File: src/rtl/mac_acc_pipe.sv
// Pipelined multiply-accumulate for dot products: framed accumulation with bias preload,
// optional saturation with a sticky overflow flag, and valid/first/last tags carried alongside the data.
module mac_acc_pipe #(
    parameter int WIDTH_A    = 8,
    parameter int WIDTH_B    = 8,
    parameter int WIDTH_S    = 16,
    parameter int ACC_W      = 32,
    parameter int SIGNED     = 1,
    parameter int MUL_STAGES = 2,
    parameter int SATURATE   = 1
) (
    input  logic               clock,
    input  logic               aclr,
    input  logic               clken,
    input  logic               in_valid,
    input  logic               in_first,
    input  logic               in_last,
    input  logic [WIDTH_A-1:0] dataa,
    input  logic [WIDTH_B-1:0] datab,
    input  logic [WIDTH_S-1:0] sumin,
    output logic [ACC_W-1:0]   result,
    output logic               out_valid,
    output logic               overflow
);
    localparam int PW  = WIDTH_A + WIDTH_B;
    localparam int M   = MUL_STAGES;
    localparam bit SGN = (SIGNED != 0);
    localparam bit SAT = (SATURATE != 0);

    // Stage 0 holds the raw operands; stages 1..M hold the product.
    // vld_pipe/last_pipe run one slot further so slot M+1 tags the accumulator.
    logic [WIDTH_A-1:0]      a_q;
    logic [WIDTH_B-1:0]      b_q;
    logic [M+1:0]            vld_pipe;
    logic [M+1:0]            last_pipe;
    logic [M:0]              first_pipe;
    logic [M:0][WIDTH_S-1:0] bias_pipe;
    logic [M:1][PW-1:0]      prod_pipe;

    logic [PW-1:0]    a_x, b_x, prod;
    logic [ACC_W:0]   p_ext, s_ext, a_ext, sum;
    logic [ACC_W-1:0] acc, acc_next, sat_val;
    logic             sticky, ovf;

    // Extending both operands to the full product width makes one modulo-2^PW
    // multiply correct for signed and unsigned alike.
    assign a_x  = {{WIDTH_B{SGN & a_q[WIDTH_A-1]}}, a_q};
    assign b_x  = {{WIDTH_A{SGN & b_q[WIDTH_B-1]}}, b_q};
    assign prod = a_x * b_x;

    assign p_ext = {{(ACC_W+1-PW){SGN & prod_pipe[M][PW-1]}}, prod_pipe[M]};
    assign s_ext = {{(ACC_W+1-WIDTH_S){SGN & bias_pipe[M][WIDTH_S-1]}}, bias_pipe[M]};
    assign a_ext = {SGN & acc[ACC_W-1], acc};
    assign sum   = (first_pipe[M] ? s_ext : a_ext) + p_ext;

    assign ovf      = SGN ? (sum[ACC_W] ^ sum[ACC_W-1]) : sum[ACC_W];
    assign sat_val  = SGN ? {sum[ACC_W], {(ACC_W-1){~sum[ACC_W]}}} : {ACC_W{1'b1}};
    assign acc_next = (SAT && ovf) ? sat_val : sum[ACC_W-1:0];

    // Data path carries no reset; only the tags decide what is live.
    always_ff @(posedge clock) begin
        if (clken) begin
            a_q          <= dataa;
            b_q          <= datab;
            bias_pipe    <= {bias_pipe[M-1:0], sumin};
            prod_pipe[1] <= prod;
            for (int i = 2; i <= M; i++) prod_pipe[i] <= prod_pipe[i-1];
        end
    end

    always_ff @(posedge clock) begin
        if (aclr) begin
            vld_pipe   <= '0;
            first_pipe <= '0;
            last_pipe  <= '0;
            acc        <= '0;
            sticky     <= 1'b0;
            result     <= '0;
            out_valid  <= 1'b0;
            overflow   <= 1'b0;
        end else if (clken) begin
            vld_pipe   <= {vld_pipe[M:0], in_valid};
            first_pipe <= {first_pipe[M-1:0], in_valid & in_first};
            last_pipe  <= {last_pipe[M:0], in_valid & in_last};
            if (vld_pipe[M]) begin
                acc    <= acc_next;
                sticky <= first_pipe[M] ? ovf : (sticky | ovf);
            end
            out_valid <= vld_pipe[M+1] & last_pipe[M+1];
            if (vld_pipe[M+1] && last_pipe[M+1]) begin
                result   <= acc;
                overflow <= sticky;
            end
        end
    end
endmodule

File: config.mk
export PLATFORM = sky130hd
export DESIGN_NAME = mac_acc_pipe
export DESIGN_NICKNAME = d
export VERILOG_FILES = /design/src/rtl/mac_acc_pipe.sv
export SDC_FILE = /design/constraint.sdc
export NUM_CORES = 1
export LEC_CHECK = 0
export ABC_AREA = 1
export CAP_MARGIN = 30
export CORE_ASPECT_RATIO = 2
export CORE_UTILIZATION = 38
export DETAILED_ROUTE_END_ITERATION = 12
export PLACE_DENSITY = 0.62
export SYNTH_ARGS = -nofsm -noshare
export SYNTH_HDL_FRONTEND = slang
export SYNTH_SLANG_ARGS = --single-unit
File: constraint.sdc
create_clock -name clock -period 9.6 [get_ports clock]
set_input_delay 1.92 -clock clock [delete_from_list [all_inputs] [get_ports clock]]
set_output_delay 1.92 -clock clock [all_outputs]
set_load 0.1 [all_outputs]
# == Word level (Yosys, flattened, before mapping) ==
# Cells that the tools add are included.
# W data, S select, Z words.
# word_totals
register_bits,174
elab_cells,29
out_inout_bits,34
in_bits,38
# op_classes
reduce_logical,3
multipliers,1
mux,3
addsub,1
bitwise_logic,6
# ops
cell,count
$add A33 B33 Y33,1
$mux W33,1
$mux W32,1
$mul A8 B8 Y16,1
$reduce_and A2 Y1,2
$and A1 B1 Y1,3
$logic_and A1 B1 Y1,1
$mux W1,1
$not A1 Y1,1
$or A1 B1 Y1,1
$xor A1 B1 Y1,1

# == Longest topological paths before layout ==
# Gate-level depths: netlist of the first run.
# logic_depth
ltp_word,5
depth_mapped,22
depth_no_buf,21

# == Worst setup path before layout of the first run ==
# OpenSTA, ideal clock, no wires.
# synth_path
kind,register to register
from,reg a_q[0]
to,reg prod_pipe[14] (netlist bit) (data pin)
path_buffers,1
arrival_time_ns,4.368
period_less_slack_ns,4.633
t_required_ns,9.335
stages_incl_launch_ff,18
slack_ns,4.967
setup_time_ns,0.265
cell_sequence,edfxtp_1 > clkbuf_1 > or2_2 > fa_1 > fa_1 > inv_1 > fa_1 > inv_1 > fa_1 > inv_1 > ha_1 > nand2_1 > o21ai_0 > a21oi_1 > o21ai_0 > a21oi_1 > o21ai_0 > xor2_1
# synth_via
elab_chain_len,1
# synth_lines
item,line_no,text
"start, declared",32,logic [WIDTH_A-1:0] a_q;
"start signal, assigned",63,a_q <= dataa;
$mul A8 B8 Y16,49,assign prod = a_x * b_x;
via prod[14],40,"logic [PW-1:0] a_x, b_x, prod;"
"end, declared",38,logic [M:1][PW-1:0] prod_pipe;
# The timed path passes the listed nets, and every way through them passes these cells.
# A chain may end at the register's enable or synchronous reset.

# == Final worst setup path of the first run ==
# Ends and elaborated chain as after synthesis.

==> run_summary.xml, run 1 <==
<?xml version="1.0" encoding="UTF-8"?>
<metrics>
  <group name="worst_setup_path">
    <metric name="worstSetupPathType" unit="">flip-flop to flip-flop</metric>
    <metric name="arrival" unit="ns">5.14</metric>
    <metric name="path_delay_family" unit="">adder cells</metric>
    <metric name="critPathBufInv" unit="">3</metric>
    <metric name="critical_path_peak_fanout" unit="">8</metric>
    <metric name="list_of_cells_traversed_by_the_critical_path" unit="">or2_2, fa_1, fa_1, inv_1, fa_1, inv_1, fa_1, inv_1, ha_1, nand2_1, o21ai_0, a21oi_1, o21ai_0, a21oi_1, o21ai_0, xor2_1</metric>
    <metric name="standard_cell_with_the_maximum_stage_delay_on_the_critical_path" unit="">sky130_fd_sc_hd__fa_1</metric>
    <metric name="required" unit="ns">9.79</metric>
    <metric name="crit_path_frequent_cell" unit="">sky130_fd_sc_hd__fa_1</metric>
    <metric name="timing.critical_path.from_type" unit="">flip-flop</metric>
    <metric name="critPathMaxStageDelay" unit="ns">0.54</metric>
    <metric name="end_kind" unit="">flip-flop</metric>
  </group>
  <group name="logic_synthesis">
    <metric name="ys_warn_count" unit="">0</metric>
    <metric name="avg_synthesized_cell_area" unit="um2">8.36</metric>
    <metric name="synthMostInstantiatedCell" unit="">sky130_fd_sc_hd__nand2_1</metric>
    <metric name="synthesis.area" unit="mm2">0.0108</metric>
    <metric name="synth_fp_nets" unit="">1445</metric>
    <metric name="netlist_instances" unit="">1290</metric>
    <metric name="post_synth_most_frequent_cells" unit="">335 x sky130_fd_sc_hd__nand2_1, 245 x sky130_fd_sc_hd__inv_1, 101 x sky130_fd_sc_hd__a21oi_1</metric>
    <metric name="yosys.area.top_type_share" unit="%">26.7</metric>
    <metric name="yosys_most_used_dff" unit="">sky130_fd_sc_hd__edfxtp_1</metric>
    <metric name="seq_area_frac_synth" unit="%">41.2</metric>
    <metric name="synth-edff-count" unit="">96</metric>
    <metric name="async_reset_ff_share" unit="%">0</metric>
    <metric name="synth_top_cells_by_area" unit="">sky130_fd_sc_hd__edfxtp_1 27%, sky130_fd_sc_hd__dfxtp_1 14%, sky130_fd_sc_hd__nand2_1 12%</metric>
    <metric name="synth_top_cell_by_area" unit="">sky130_fd_sc_hd__edfxtp_1</metric>
    <metric name="synth_seq_cells" unit="">174</metric>
    <metric name="ys_types" unit="">27</metric>
  </group>
  <group name="placed_design">
    <metric name="placed_area" unit="mm2">0.0117</metric>
    <metric name="place_congestion" unit="">0.903</metric>
    <metric name="io_buffer_count" unit="">71</metric>
    <metric name="dp.final_hpwl" unit="um">20500</metric>
    <metric name="pre_cts_ws" unit="ns">4.66</metric>
  </group>
  <group name="timing">
    <metric name="timing.final.crit_share" unit="%">51.5</metric>
    <metric name="finalWorstPathRequiredPeriod" unit="ns">4.95</metric>
    <metric name="max_clock_freq" unit="GHz">0.202</metric>
    <metric name="maxSlewHeadroom" unit="%">29.1</metric>
    <metric name="final-hold-violation-count" unit="">0</metric>
    <metric name="grt_setup_unrepaired" unit="">false</metric>
    <metric name="finalSetupViolations" unit="">0</metric>
    <metric name="transition_at_the_pin_with_the_smallest_max_transition_slack" unit="ns">1.06</metric>
    <metric name="report.final.slew_viol_count" unit="">0</metric>
    <metric name="final.setup_skew" unit="ns">0.0151</metric>
    <metric name="postLayoutSetupSlackWorst" unit="ns">4.65</metric>
    <metric name="finalSetupTns" unit="ns">0</metric>
  </group>
  <group name="clocking">
    <metric name="clk_pin_slew_worst_paths" unit="ns">0.07</metric>
    <metric name="worst_skew_pair.late_latency" unit="ns">0.45</metric>
    <metric name="ctsResizeCount" unit="">0</metric>
    <metric name="hold_buffers" unit="">0</metric>
    <metric name="cts_num_sinks" unit="">174</metric>
    <metric name="cts-root-buf" unit="">sky130_fd_sc_hd__clkbuf_16</metric>
    <metric name="cts_max_path_buffers" unit="">2</metric>
    <metric name="htree_levels" unit="">4</metric>
    <metric name="cts_buffers" unit="">17</metric>
    <metric name="cts_tree" unit="">built</metric>
    <metric name="number_of_setup_buffers_added_after_cts" unit="">0</metric>
  </group>
  <group name="final_layout">
    <metric name="nets" unit="">1492</metric>
    <metric name="design_area" unit="mm2">0.0123</metric>
    <metric name="diodes" unit="">0</metric>
    <metric name="layout-area-overhead-vs-synth" unit="%">14.5</metric>
    <metric name="post_route_cells_drive_above_1_share" unit="%">5.48</metric>
  </group>
  <group name="floorplan">
    <metric name="ioPinCount" unit="">72</metric>
    <metric name="floorplan.initialDensity" unit="%">38.8</metric>
    <metric name="die_height" unit="um">240</metric>
    <metric name="die_w" unit="um">121</metric>
    <metric name="placement_rows" unit="">86</metric>
    <metric name="core-area" unit="mm2">0.0278</metric>
    <metric name="floorplan.die_area" unit="mm2">0.0291</metric>
  </group>
  <group name="global_routing">
    <metric name="grt_overflow_total" unit="">0</metric>
    <metric name="number_of_global_route_vias_before_repair" unit="">8364</metric>
    <metric name="grt_start_max_net_pins" unit="">59</metric>
    <metric name="wire_length_of_the_first_global_routing_pass" unit="um">40800</metric>
    <metric name="grt_use_total" unit="%">18.4</metric>
    <metric name="grt_antenna_before_repair" unit="">0</metric>
  </group>
  <group name="drt">
    <metric name="routed_via_density" unit="">4.78</metric>
    <metric name="detail_route.wl_per_cell" unit="um">14.8</metric>
    <metric name="wl" unit="um">25200</metric>
    <metric name="total_drc_errors_in_the_routed_layout" unit="">0</metric>
    <metric name="vias" unit="">8144</metric>
    <metric name="antenna_left" unit="">0</metric>
    <metric name="drtPass1Iterations" unit="">5</metric>
    <metric name="dr.first_iter.drc_count" unit="">424</metric>
  </group>
  <group name="power">
    <metric name="peak_vdd_ir" unit="V">0.000172</metric>
    <metric name="power-per-cell-area" unit="mW/mm2">236</metric>
    <metric name="leakage_power" unit="nW">5.90</metric>
  </group>
  <group name="status">
    <metric name="status" unit="">finished clean</metric>
  </group>
  <group name="hold_path">
    <metric name="holdCritPathClass" unit="">flip-flop to flip-flop</metric>
  </group>
  <group name="flow_run">
    <metric name="cap_viol_max_count" unit="">0</metric>
  </group>
</metrics>
worst register-to-register path, cell delays in order (launching register included):
cell and delay [ns]:
sky130_fd_sc_hd__edfxtp_1 0.51, sky130_fd_sc_hd__or2_2 0.36, sky130_fd_sc_hd__fa_1 0.50, sky130_fd_sc_hd__fa_1 0.54, sky130_fd_sc_hd__inv_1 0.05, sky130_fd_sc_hd__fa_1 0.52, sky130_fd_sc_hd__inv_1 0.05, sky130_fd_sc_hd__fa_1 0.53
sky130_fd_sc_hd__inv_1 0.04, sky130_fd_sc_hd__ha_1 0.35, sky130_fd_sc_hd__nand2_1 0.06, sky130_fd_sc_hd__o21ai_0 0.24, sky130_fd_sc_hd__a21oi_1 0.17, sky130_fd_sc_hd__o21ai_0 0.31, sky130_fd_sc_hd__a21oi_1 0.11, sky130_fd_sc_hd__o21ai_0 0.23
sky130_fd_sc_hd__xor2_1 0.10
kinds of logic (layout without fill, tap and decap cells):
group | after synthesis | in the layout | synth area share, %
compound gates | 212 | 212 | 10.7
xor+xnor | 37 | 37 | 3.01
fa+ha+maj | 117 | 117 | 17.5
buf+inv | 293 | 353 | 10.6
flops | 174 | 174 | 41.2
simple gates | 457 | 457 | 17.0
cell usage in the layout (no fill, tap or decap):
cell type / Yosys / final
sky130_fd_sc_hd__xor2_1: 26 / 26
sky130_fd_sc_hd__a21oi_2: 15 / 15
sky130_fd_sc_hd__clkinv_4: 0 / 2
sky130_fd_sc_hd__clkinv_8: 0 / 3
sky130_fd_sc_hd__inv_8: 0 / 6
sky130_fd_sc_hd__o21bai_1: 7 / 7
sky130_fd_sc_hd__nand3_1: 34 / 33
sky130_fd_sc_hd__inv_2: 1 / 1
sky130_fd_sc_hd__dfxtp_1: 78 / 78
sky130_fd_sc_hd__nor2_1: 59 / 59
sky130_fd_sc_hd__xnor2_1: 11 / 11
sky130_fd_sc_hd__nand3_2: 0 / 1
sky130_fd_sc_hd__nand2_1: 335 / 335
sky130_fd_sc_hd__clkdlybuf4s50_1: 0 / 70
sky130_fd_sc_hd__fa_1: 56 / 56
sky130_fd_sc_hd__clkinvlp_4: 0 / 1
sky130_fd_sc_hd__nand3b_1: 3 / 3
sky130_fd_sc_hd__o211ai_1: 1 / 1
sky130_fd_sc_hd__clkbuf_16: 0 / 17
sky130_fd_sc_hd__a31oi_1: 1 / 1
sky130_fd_sc_hd__inv_6: 0 / 2
sky130_fd_sc_hd__inv_12: 0 / 1
sky130_fd_sc_hd__nor3_1: 6 / 6
sky130_fd_sc_hd__ha_1: 61 / 61
sky130_fd_sc_hd__a21oi_4: 1 / 1
sky130_fd_sc_hd__nand2_2: 12 / 12
sky130_fd_sc_hd__nor2_2: 1 / 1
sky130_fd_sc_hd__inv_1: 245 / 245
sky130_fd_sc_hd__buf_4: 0 / 5
sky130_fd_sc_hd__edfxtp_1: 96 / 96
sky130_fd_sc_hd__nand2_4: 1 / 1
sky130_fd_sc_hd__a21oi_1: 101 / 101
sky130_fd_sc_hd__or2_2: 5 / 5
sky130_fd_sc_hd__nand4_1: 1 / 1
sky130_fd_sc_hd__o21ai_0: 86 / 86
state kept, by name (all words and copies together), names as in the netlist:
name        flops
result         32
last_pipe       4
out_valid       1
acc            32
a_q             8
overflow        1
b_q             8
first_pipe      3
vld_pipe        4
p_ext          16
prod_pipe      16
bias_pipe      48
sticky          1
path summary, 6_finish.rpt:
kind	start	endpoint	slack, ns	cells past startpoint
worst max-delay path	a_q[0]	prod_pipe[14]	4.65	16
worst min-delay path	bias_pipe[4]	bias_pipe[20]	0.42	0
worst max register to register	a_q[0]	prod_pipe[14]	4.65	16
worst min register to register	bias_pipe[4]	bias_pipe[20]	0.42	0
report_power, final:
part	internal, mW	leakage (nW)	total, mW	switching [mW]
clock network	0.353	0.291	0.686	0.334
registers	0.926	1.57	0.972	0.0460
logic	0.478	4.04	1.25	0.770
total	1.76	5.90	2.91	1.15
routing by layer:
metal	GRT usage, %	up-vias	wire length (um)	share of wire, %
met4	8.98	0	954	3.8
met1	16.7	3814	8600	34
met5	0	-	0	0
met2	38.3	146	15100	60
met3	2.40	48	512	2.0
li1	-	4136	-	-
metrics by stage:
stage	std cells	power [mW]	utilization (%)	hold slack [ns]
detailed placement	1670	2.25	42.3	0.405
finish	1702	2.91	44.5	0.418
global route	1702	3.15	44.5	0.426
global placement	1670	2.21	42.3	0.402
CTS	1702	2.94	44.5	0.420
floorplan	1290	1.96	-	0.400
cell type report:
| type | count | area (um2) |
|---|---|---|
| inverter | 246 | 923 |
| sequential | 174 | 4440 |
| multi-input combinational | 823 | 5190 |
| tap | 352 | 440 |
| timing repair buffer | 75 | 738 |
| clock buffer | 17 | 425 |
| clock inverter | 15 | 175 |
| fill | 2794 | 15400 |
Note: power is estimated with default switching activity, not from simulation.
==> inputs of run 2 (changes only) <==
Settings changed: PLACE_DENSITY 0.62 to 0.64.
Clock period 9.6 ns to 4.3 ns, I/O delays scaled along.
==> run_summary.xml, run 2 (synthesis results as in run 1) <==
<?xml version="1.0" encoding="UTF-8"?>
<metrics>
  <group name="status">
    <metric name="status" unit="">finished clean</metric>
  </group>
  <group name="clocking">
    <metric name="cts_max_path_buffers" unit="">2</metric>
    <metric name="htree_levels" unit="">4</metric>
    <metric name="cts_tree" unit="">built</metric>
    <metric name="hold_buffers" unit="">0</metric>
    <metric name="cts_num_sinks" unit="">174</metric>
    <metric name="cts-root-buf" unit="">sky130_fd_sc_hd__clkbuf_16</metric>
    <metric name="cts_buffers" unit="">17</metric>
    <metric name="clk_pin_slew_worst_paths" unit="ns">0.07</metric>
    <metric name="worst_skew_pair.late_latency" unit="ns">0.45</metric>
  </group>
  <group name="global_routing">
    <metric name="wire_length_of_the_first_global_routing_pass" unit="um">40900</metric>
    <metric name="grt_overflow_total" unit="">0</metric>
    <metric name="grt_antenna_before_repair" unit="">0</metric>
    <metric name="grt_start_max_net_pins" unit="">68</metric>
    <metric name="grt_use_total" unit="%">18.4</metric>
    <metric name="number_of_global_route_vias_before_repair" unit="">8484</metric>
  </group>
  <group name="timing">
    <metric name="final.setup_skew" unit="ns">0.0192</metric>
    <metric name="final.hold.worst_slack" unit="ns">0.420</metric>
    <metric name="grt_setup_unrepaired" unit="">true</metric>
    <metric name="finalSetupViolations" unit="">0</metric>
    <metric name="transition_at_the_pin_with_the_smallest_max_transition_slack" unit="ns">1.00</metric>
    <metric name="finalWorstPathRequiredPeriod" unit="ns">4.24</metric>
    <metric name="maxSlewHeadroom" unit="%">33.1</metric>
    <metric name="timing.final.crit_share" unit="%">98.5</metric>
    <metric name="max_clock_freq" unit="GHz">0.236</metric>
    <metric name="report.final.slew_viol_count" unit="">0</metric>
    <metric name="final-hold-violation-count" unit="">0</metric>
  </group>
  <group name="final_layout">
    <metric name="most_frequent_standard_cell_in_the_layout_excluding_fill_and_tap_cells" unit="">sky130_fd_sc_hd__nand2_1</metric>
    <metric name="top_register" unit="">bias_pipe</metric>
    <metric name="multi_input_area" unit="mm2">0.00541</metric>
    <metric name="final_cell_mix" unit="">326 x sky130_fd_sc_hd__nand2_1, 229 x sky130_fd_sc_hd__inv_1, 96 x sky130_fd_sc_hd__edfxtp_1, 92 x sky130_fd_sc_hd__a21oi_1, 81 x sky130_fd_sc_hd__o21ai_0</metric>
    <metric name="layout-area-overhead-vs-synth" unit="%">20.2</metric>
    <metric name="seqCellArea" unit="mm2">0.00444</metric>
    <metric name="largest_reg_flops" unit="">48</metric>
    <metric name="post_route_cells_drive_above_1_share" unit="%">12.2</metric>
    <metric name="diodes" unit="">0</metric>
    <metric name="layout.filler_cells" unit="">2693</metric>
    <metric name="nets" unit="">1540</metric>
    <metric name="largest_registers" unit="">bias_pipe (48), acc (32), result (32)</metric>
    <metric name="finalCoreUtilization" unit="%">46.7</metric>
  </group>
  <group name="drt">
    <metric name="route.top_layer_used" unit="">met4</metric>
    <metric name="detailroute.wirelength.met2" unit="um">15000</metric>
    <metric name="drtPass1Iterations" unit="">5</metric>
    <metric name="total_drc_errors_in_the_routed_layout" unit="">0</metric>
    <metric name="detail_route.wl_per_cell" unit="um">14.5</metric>
    <metric name="wl" unit="um">25400</metric>
    <metric name="met3_length" unit="um">515</metric>
    <metric name="vias" unit="">8345</metric>
    <metric name="wl_met1" unit="um">8870</metric>
    <metric name="routed_via_density" unit="">4.77</metric>
    <metric name="dr.first_iter.drc_count" unit="">408</metric>
    <metric name="antenna_left" unit="">0</metric>
  </group>
  <group name="worst_setup_path">
    <metric name="end_kind" unit="">flip-flop</metric>
    <metric name="critPathBufInv" unit="">6</metric>
    <metric name="crit_path_frequent_cell" unit="">sky130_fd_sc_hd__fa_1</metric>
    <metric name="worstSetupPathType" unit="">flip-flop to flip-flop</metric>
    <metric name="timing.critical_path.from_type" unit="">flip-flop</metric>
    <metric name="required" unit="ns">4.49</metric>
    <metric name="path_delay_family" unit="">adder cells</metric>
    <metric name="list_of_cells_traversed_by_the_critical_path" unit="">buf_6, nand2_2, inv_2, fa_1, inv_2, fa_1, inv_1, fa_1, inv_1, fa_1, inv_2, ha_4, a21oi_4, o21ai_4, a21oi_2, o21ai_2, a21oi_2, o21ai_1, xor2_1</metric>
    <metric name="critPathMaxStageDelay" unit="ns">0.53</metric>
    <metric name="standard_cell_with_the_maximum_stage_delay_on_the_critical_path" unit="">sky130_fd_sc_hd__fa_1</metric>
    <metric name="critical_path_peak_fanout" unit="">4</metric>
    <metric name="arrival" unit="ns">4.42</metric>
  </group>
  <group name="floorplan">
    <metric name="die_height" unit="um">240</metric>
    <metric name="floorplan.initialDensity" unit="%">38.8</metric>
    <metric name="floorplan.die_area" unit="mm2">0.0291</metric>
    <metric name="ioPinCount" unit="">72</metric>
    <metric name="placement_rows" unit="">86</metric>
    <metric name="die_w" unit="um">121</metric>
    <metric name="core-area" unit="mm2">0.0278</metric>
  </group>
  <group name="power">
    <metric name="clockPowerShare" unit="%">20.9</metric>
    <metric name="seq_power_share" unit="%">29.3</metric>
    <metric name="power_switching" unit="mW">2.85</metric>
    <metric name="leakage_power" unit="nW">6.13</metric>
    <metric name="switching_share" unit="%">38.7</metric>
    <metric name="internal_power_consumption" unit="mW">4.52</metric>
    <metric name="peak_vdd_ir" unit="V">0.000371</metric>
    <metric name="power-per-cell-area" unit="mW/mm2">569</metric>
    <metric name="gate_power_share" unit="%">49.8</metric>
  </group>
  <group name="placed_design">
    <metric name="dp.final_hpwl" unit="um">20400</metric>
    <metric name="io_buffer_count" unit="">71</metric>
    <metric name="place_congestion" unit="">0.915</metric>
  </group>
  <group name="hold_path">
    <metric name="holdCritPathClass" unit="">flip-flop to flip-flop</metric>
  </group>
  <group name="flow_run">
    <metric name="cap_viol_max_count" unit="">0</metric>
  </group>
</metrics>
==> run 2: changes by cell type in the layout (fill, tap and decap cells not counted), moves of 7 or more <==
cell,previous run,this run
sky130_fd_sc_hd__inv_1,245,229
sky130_fd_sc_hd__a21oi_1,101,92
sky130_fd_sc_hd__ha_1,61,52
sky130_fd_sc_hd__nand2_2,12,21
sky130_fd_sc_hd__nand2_1,335,326
sky130_fd_sc_hd__inv_2,1,17
sky130_fd_sc_hd__a21oi_2,15,22
sky130_fd_sc_hd__ha_4,0,9
sky130_fd_sc_hd__buf_4,5,46
==> run 2: per-layer routing <==
| metal | vias to the layer above | GRT usage (%) |
|---|---|---|
| li1 | 4231 | - |
| met1 | 3910 | 16.9 |
| met2 | 148 | 37.7 |
| met3 | 56 | 2.56 |
| met4 | 0 | 9.47 |
| met5 | - | 0 |
==> run 2: area by class of cell <==
type                       count  area share [%]
multi-input combinational    823            41.7
clock buffer                  17            3.28
sequential                   174            34.3
tap                          352            3.40
clock inverter                15            1.32
timing repair buffer         123            8.82
inverter                     246            7.13
==> run 2: final timing paths <==
kind | start | endpoint | slack (ns) | cells after the start
setup / recovery | b_q[4] | prod_pipe[14] | 0.06 | 19
hold / removal | bias_pipe[30] | bias_pipe[46] | 0.42 | 0
setup reg to reg | b_q[4] | prod_pipe[14] | 0.06 | 19
hold reg to reg | bias_pipe[30] | bias_pipe[46] | 0.42 | 0
==> run 2: power by group through the flow <==
stage / clock, mW / combinational (mW) / sequential, mW
3_5_place_dp: 0 / 3.08 / 2.20
6_report: 1.54 / 3.67 / 2.16
3_3_place_gp: 0 / 2.99 / 2.19
4_1_cts: 1.58 / 3.35 / 2.16
5_1_grt: 1.63 / 4.14 / 2.18
2_1_floorplan: 0 / 2.27 / 2.16
==> run 2: metrics by stage <==
step	setup slack [ns]	cells	total power [mW]	cell area, um2	TNS [ns]
after floorplan	-0.0377	1290	4.43	10800	-0.0377
after global placement	-0.0710	1700	5.19	12000	-0.135
after detailed placement	-0.176	1700	5.27	12000	-0.485
after CTS	-0.00455	1743	7.09	12800	-0.00455
after global routing	-0.0998	1750	7.95	13000	-0.180
final	0.0642	1750	7.37	13000	0
==> run 2: what timing repair did <==
action,4_1_cts,5_1_grt
setup endpoints to repair,4,4
pin swaps,19,40
gates resized for setup,18,36
buffers inserted,11,7
==> inputs of run 3 (changes only) <==
==> constraint.sdc (replaced) <==
create_clock -name clock -period 4.3 [get_ports clock]
set_input_delay 0.43 -clock clock [delete_from_list [all_inputs] [get_ports clock]]
set_output_delay 0.43 -clock clock [all_outputs]
set_load 0.1 [all_outputs]
==> run_summary.xml, run 3 (synthesis results as in run 1) <==
<?xml version="1.0" encoding="UTF-8"?>
<metrics>
  <group name="drt">
    <metric name="detail_route.wl_per_cell" unit="um">14.4</metric>
    <metric name="drtPass1Iterations" unit="">5</metric>
    <metric name="total_drc_errors_in_the_routed_layout" unit="">0</metric>
    <metric name="routed_via_density" unit="">4.77</metric>
    <metric name="dr.first_iter.drc_count" unit="">443</metric>
    <metric name="wl" unit="um">25100</metric>
    <metric name="antenna_left" unit="">0</metric>
    <metric name="vias" unit="">8344</metric>
  </group>
  <group name="clocking">
    <metric name="cts_tree" unit="">built</metric>
    <metric name="cts_num_sinks" unit="">174</metric>
    <metric name="cts_max_path_buffers" unit="">2</metric>
    <metric name="cts-root-buf" unit="">sky130_fd_sc_hd__clkbuf_16</metric>
    <metric name="clk_pin_slew_worst_paths" unit="ns">0.07</metric>
    <metric name="hold_buffers" unit="">0</metric>
    <metric name="cts_buffers" unit="">17</metric>
    <metric name="worst_skew_pair.late_latency" unit="ns">0.45</metric>
    <metric name="htree_levels" unit="">4</metric>
  </group>
  <group name="final_layout">
    <metric name="most_frequent_standard_cell_in_the_layout_excluding_fill_and_tap_cells" unit="">sky130_fd_sc_hd__nand2_1</metric>
    <metric name="top_register" unit="">bias_pipe</metric>
    <metric name="largest_reg_flops" unit="">48</metric>
    <metric name="post_route_cells_drive_above_1_share" unit="%">11.2</metric>
    <metric name="nets" unit="">1538</metric>
    <metric name="largest_registers" unit="">bias_pipe (48), acc (32), result (32)</metric>
    <metric name="finalCoreUtilization" unit="%">46.3</metric>
    <metric name="finalNonFillerCells" unit="">1748</metric>
    <metric name="diodes" unit="">0</metric>
    <metric name="final_cell_mix" unit="">329 x sky130_fd_sc_hd__nand2_1, 236 x sky130_fd_sc_hd__inv_1, 96 x sky130_fd_sc_hd__edfxtp_1, 92 x sky130_fd_sc_hd__a21oi_1, 81 x sky130_fd_sc_hd__o21ai_0</metric>
    <metric name="layout-area-overhead-vs-synth" unit="%">19.3</metric>
  </group>
  <group name="global_routing">
    <metric name="grt_overflow_total" unit="">0</metric>
    <metric name="grt_use_total" unit="%">18.2</metric>
    <metric name="grt_antenna_before_repair" unit="">0</metric>
    <metric name="wire_length_of_the_first_global_routing_pass" unit="um">40300</metric>
    <metric name="number_of_global_route_vias_before_repair" unit="">8500</metric>
    <metric name="grt_start_max_net_pins" unit="">77</metric>
  </group>
  <group name="timing">
    <metric name="timing.final.crit_share" unit="%">98.7</metric>
    <metric name="maxSlewHeadroom" unit="%">32.6</metric>
    <metric name="grt_setup_unrepaired" unit="">true</metric>
    <metric name="max_clock_freq" unit="GHz">0.236</metric>
    <metric name="report.final.slew_viol_count" unit="">0</metric>
    <metric name="final.setup_skew" unit="ns">0.0116</metric>
    <metric name="final.hold.worst_slack" unit="ns">0.420</metric>
    <metric name="final-hold-violation-count" unit="">0</metric>
    <metric name="finalWorstPathRequiredPeriod" unit="ns">4.24</metric>
    <metric name="finalSetupViolations" unit="">0</metric>
    <metric name="transition_at_the_pin_with_the_smallest_max_transition_slack" unit="ns">1.01</metric>
    <metric name="postLayoutSetupSlackWorst" unit="ns">0.0571</metric>
  </group>
  <group name="power">
    <metric name="fin_total_pwr" unit="mW">7.26</metric>
    <metric name="power_switching" unit="mW">2.82</metric>
    <metric name="peak_vdd_ir" unit="V">0.000388</metric>
    <metric name="clockPowerShare" unit="%">20.4</metric>
    <metric name="switching_share" unit="%">38.8</metric>
    <metric name="power-per-cell-area" unit="mW/mm2">565</metric>
    <metric name="seq_power_share" unit="%">29.8</metric>
    <metric name="gate_power_share" unit="%">49.8</metric>
    <metric name="leakage_power" unit="nW">6.11</metric>
    <metric name="internal_power_consumption" unit="mW">4.45</metric>
  </group>
  <group name="placed_design">
    <metric name="dp.final_hpwl" unit="um">20000</metric>
    <metric name="pre_cts_ws" unit="ns">-0.161</metric>
    <metric name="numPlacedInstances" unit="">1702</metric>
    <metric name="place_congestion" unit="">0.918</metric>
    <metric name="io_buffer_count" unit="">71</metric>
  </group>
  <group name="worst_setup_path">
    <metric name="required" unit="ns">4.50</metric>
    <metric name="reg2reg_depth" unit="">20</metric>
    <metric name="end_kind" unit="">flip-flop</metric>
    <metric name="regToRegSetupSlack" unit="ns">0.06</metric>
    <metric name="worst_setup_path_startpoint" unit="">a_q[5]</metric>
    <metric name="timing.critical_path.from_type" unit="">flip-flop</metric>
    <metric name="regToRegStartpoint" unit="">a_q[5]</metric>
    <metric name="critical_path_peak_fanout" unit="">4</metric>
    <metric name="arrival" unit="ns">4.44</metric>
    <metric name="worstSetupPathType" unit="">flip-flop to flip-flop</metric>
    <metric name="worstReg2RegEnd" unit="">prod_pipe[15]</metric>
    <metric name="crit_path_to" unit="">prod_pipe[15]</metric>
  </group>
  <group name="hold_path">
    <metric name="hold-path-cell-count" unit="">0</metric>
    <metric name="holdCritPathClass" unit="">flip-flop to flip-flop</metric>
  </group>
  <group name="floorplan">
    <metric name="floorplan.die_area" unit="mm2">0.0291</metric>
    <metric name="placement_rows" unit="">86</metric>
    <metric name="ioPinCount" unit="">72</metric>
    <metric name="floorplan.initialDensity" unit="%">38.8</metric>
    <metric name="die_w" unit="um">121</metric>
    <metric name="die_height" unit="um">240</metric>
    <metric name="core-area" unit="mm2">0.0278</metric>
  </group>
  <group name="flow_run">
    <metric name="cap_viol_max_count" unit="">0</metric>
  </group>
  <group name="status">
    <metric name="status" unit="">finished clean</metric>
  </group>
</metrics>
[run 3: cell count changes in the layout (fill, tap and decap cells not counted), moves of 2 or more]
cell	delta
sky130_fd_sc_hd__buf_12	-2
sky130_fd_sc_hd__nand2_2	-3
sky130_fd_sc_hd__inv_1	+7
sky130_fd_sc_hd__inv_2	-7
sky130_fd_sc_hd__nand2_1	+3
[run 3: per-layer routing]
| layer | global-route usage [%] | wire length, um | vias up |
|---|---|---|---|
| li1 | - | - | 4226 |
| met1 | 16.4 | 8680 | 3876 |
| met2 | 36.1 | 14400 | 168 |
| met3 | 3.18 | 589 | 74 |
| met4 | 11.4 | 1390 | 0 |
| met5 | 0 | 0 | - |
[run 3: worst min path at each step]
stage	from	to
global route	prod_pipe[0]	p_ext[0]
floorplan	bias_pipe[0]	bias_pipe[16]
global placement	prod_pipe[6]	p_ext[6]
detailed placement	bias_pipe[14]	bias_pipe[30]
CTS	bias_pipe[14]	bias_pipe[30]
finish	prod_pipe[0]	p_ext[0]
[run 3: final cells by class]
| type | count | area, um2 |
|---|---|---|
| multi-input combinational | 823 | 5370 |
| clock inverter | 15 | 154 |
| inverter | 246 | 923 |
| fill | 2699 | 14900 |
| sequential | 174 | 4440 |
| tap | 352 | 440 |
| clock buffer | 17 | 425 |
| timing repair buffer | 121 | 1100 |
[run 3: critical path, stage by stage (launching register included)]
cell                       delay [ns]
sky130_fd_sc_hd__edfxtp_1        0.47
sky130_fd_sc_hd__buf_6           0.16
sky130_fd_sc_hd__nand2_2         0.05
sky130_fd_sc_hd__inv_2           0.04
sky130_fd_sc_hd__fa_1            0.55
sky130_fd_sc_hd__inv_2           0.05
sky130_fd_sc_hd__fa_1            0.51
sky130_fd_sc_hd__inv_1           0.05
sky130_fd_sc_hd__fa_1            0.47
sky130_fd_sc_hd__inv_1           0.05
sky130_fd_sc_hd__fa_1            0.49
sky130_fd_sc_hd__inv_2           0.05
sky130_fd_sc_hd__ha_4            0.29
sky130_fd_sc_hd__nand2_1         0.06
sky130_fd_sc_hd__nor2_1          0.14
sky130_fd_sc_hd__a21oi_2         0.10
sky130_fd_sc_hd__o21ai_2         0.14
sky130_fd_sc_hd__nand2_1         0.07
sky130_fd_sc_hd__nand2_1         0.09
sky130_fd_sc_hd__a21oi_2         0.06
sky130_fd_sc_hd__xnor2_1         0.12
[run 3: per-stage QoR]
stage	setup TNS, ns	area, um2
global placement	-0.111	12000
floorplan	-0.0377	10800
detailed placement	-0.413	12000
global route	-0.237	12900
finish	0	12900
CTS	0	12700
[run 3: timing repair]
item | 4_1_cts | 5_1_grt
resized for setup | 20 | 19
setup buffers | 7 | 8
pin swaps | 17 | 32
endpoints found under the setup margin | 4 | 4
[run 3: power by group through the flow]
stage          combinational (mW)  clock, mW  sequential, mW
2_1_floorplan                2.27          0            2.16
3_3_place_gp                 3.00          0            2.19
3_5_place_dp                 3.08          0            2.20
4_1_cts                      3.34       1.52            2.16
5_1_grt                      4.08       1.59            2.18
6_report                     3.62       1.48            2.16
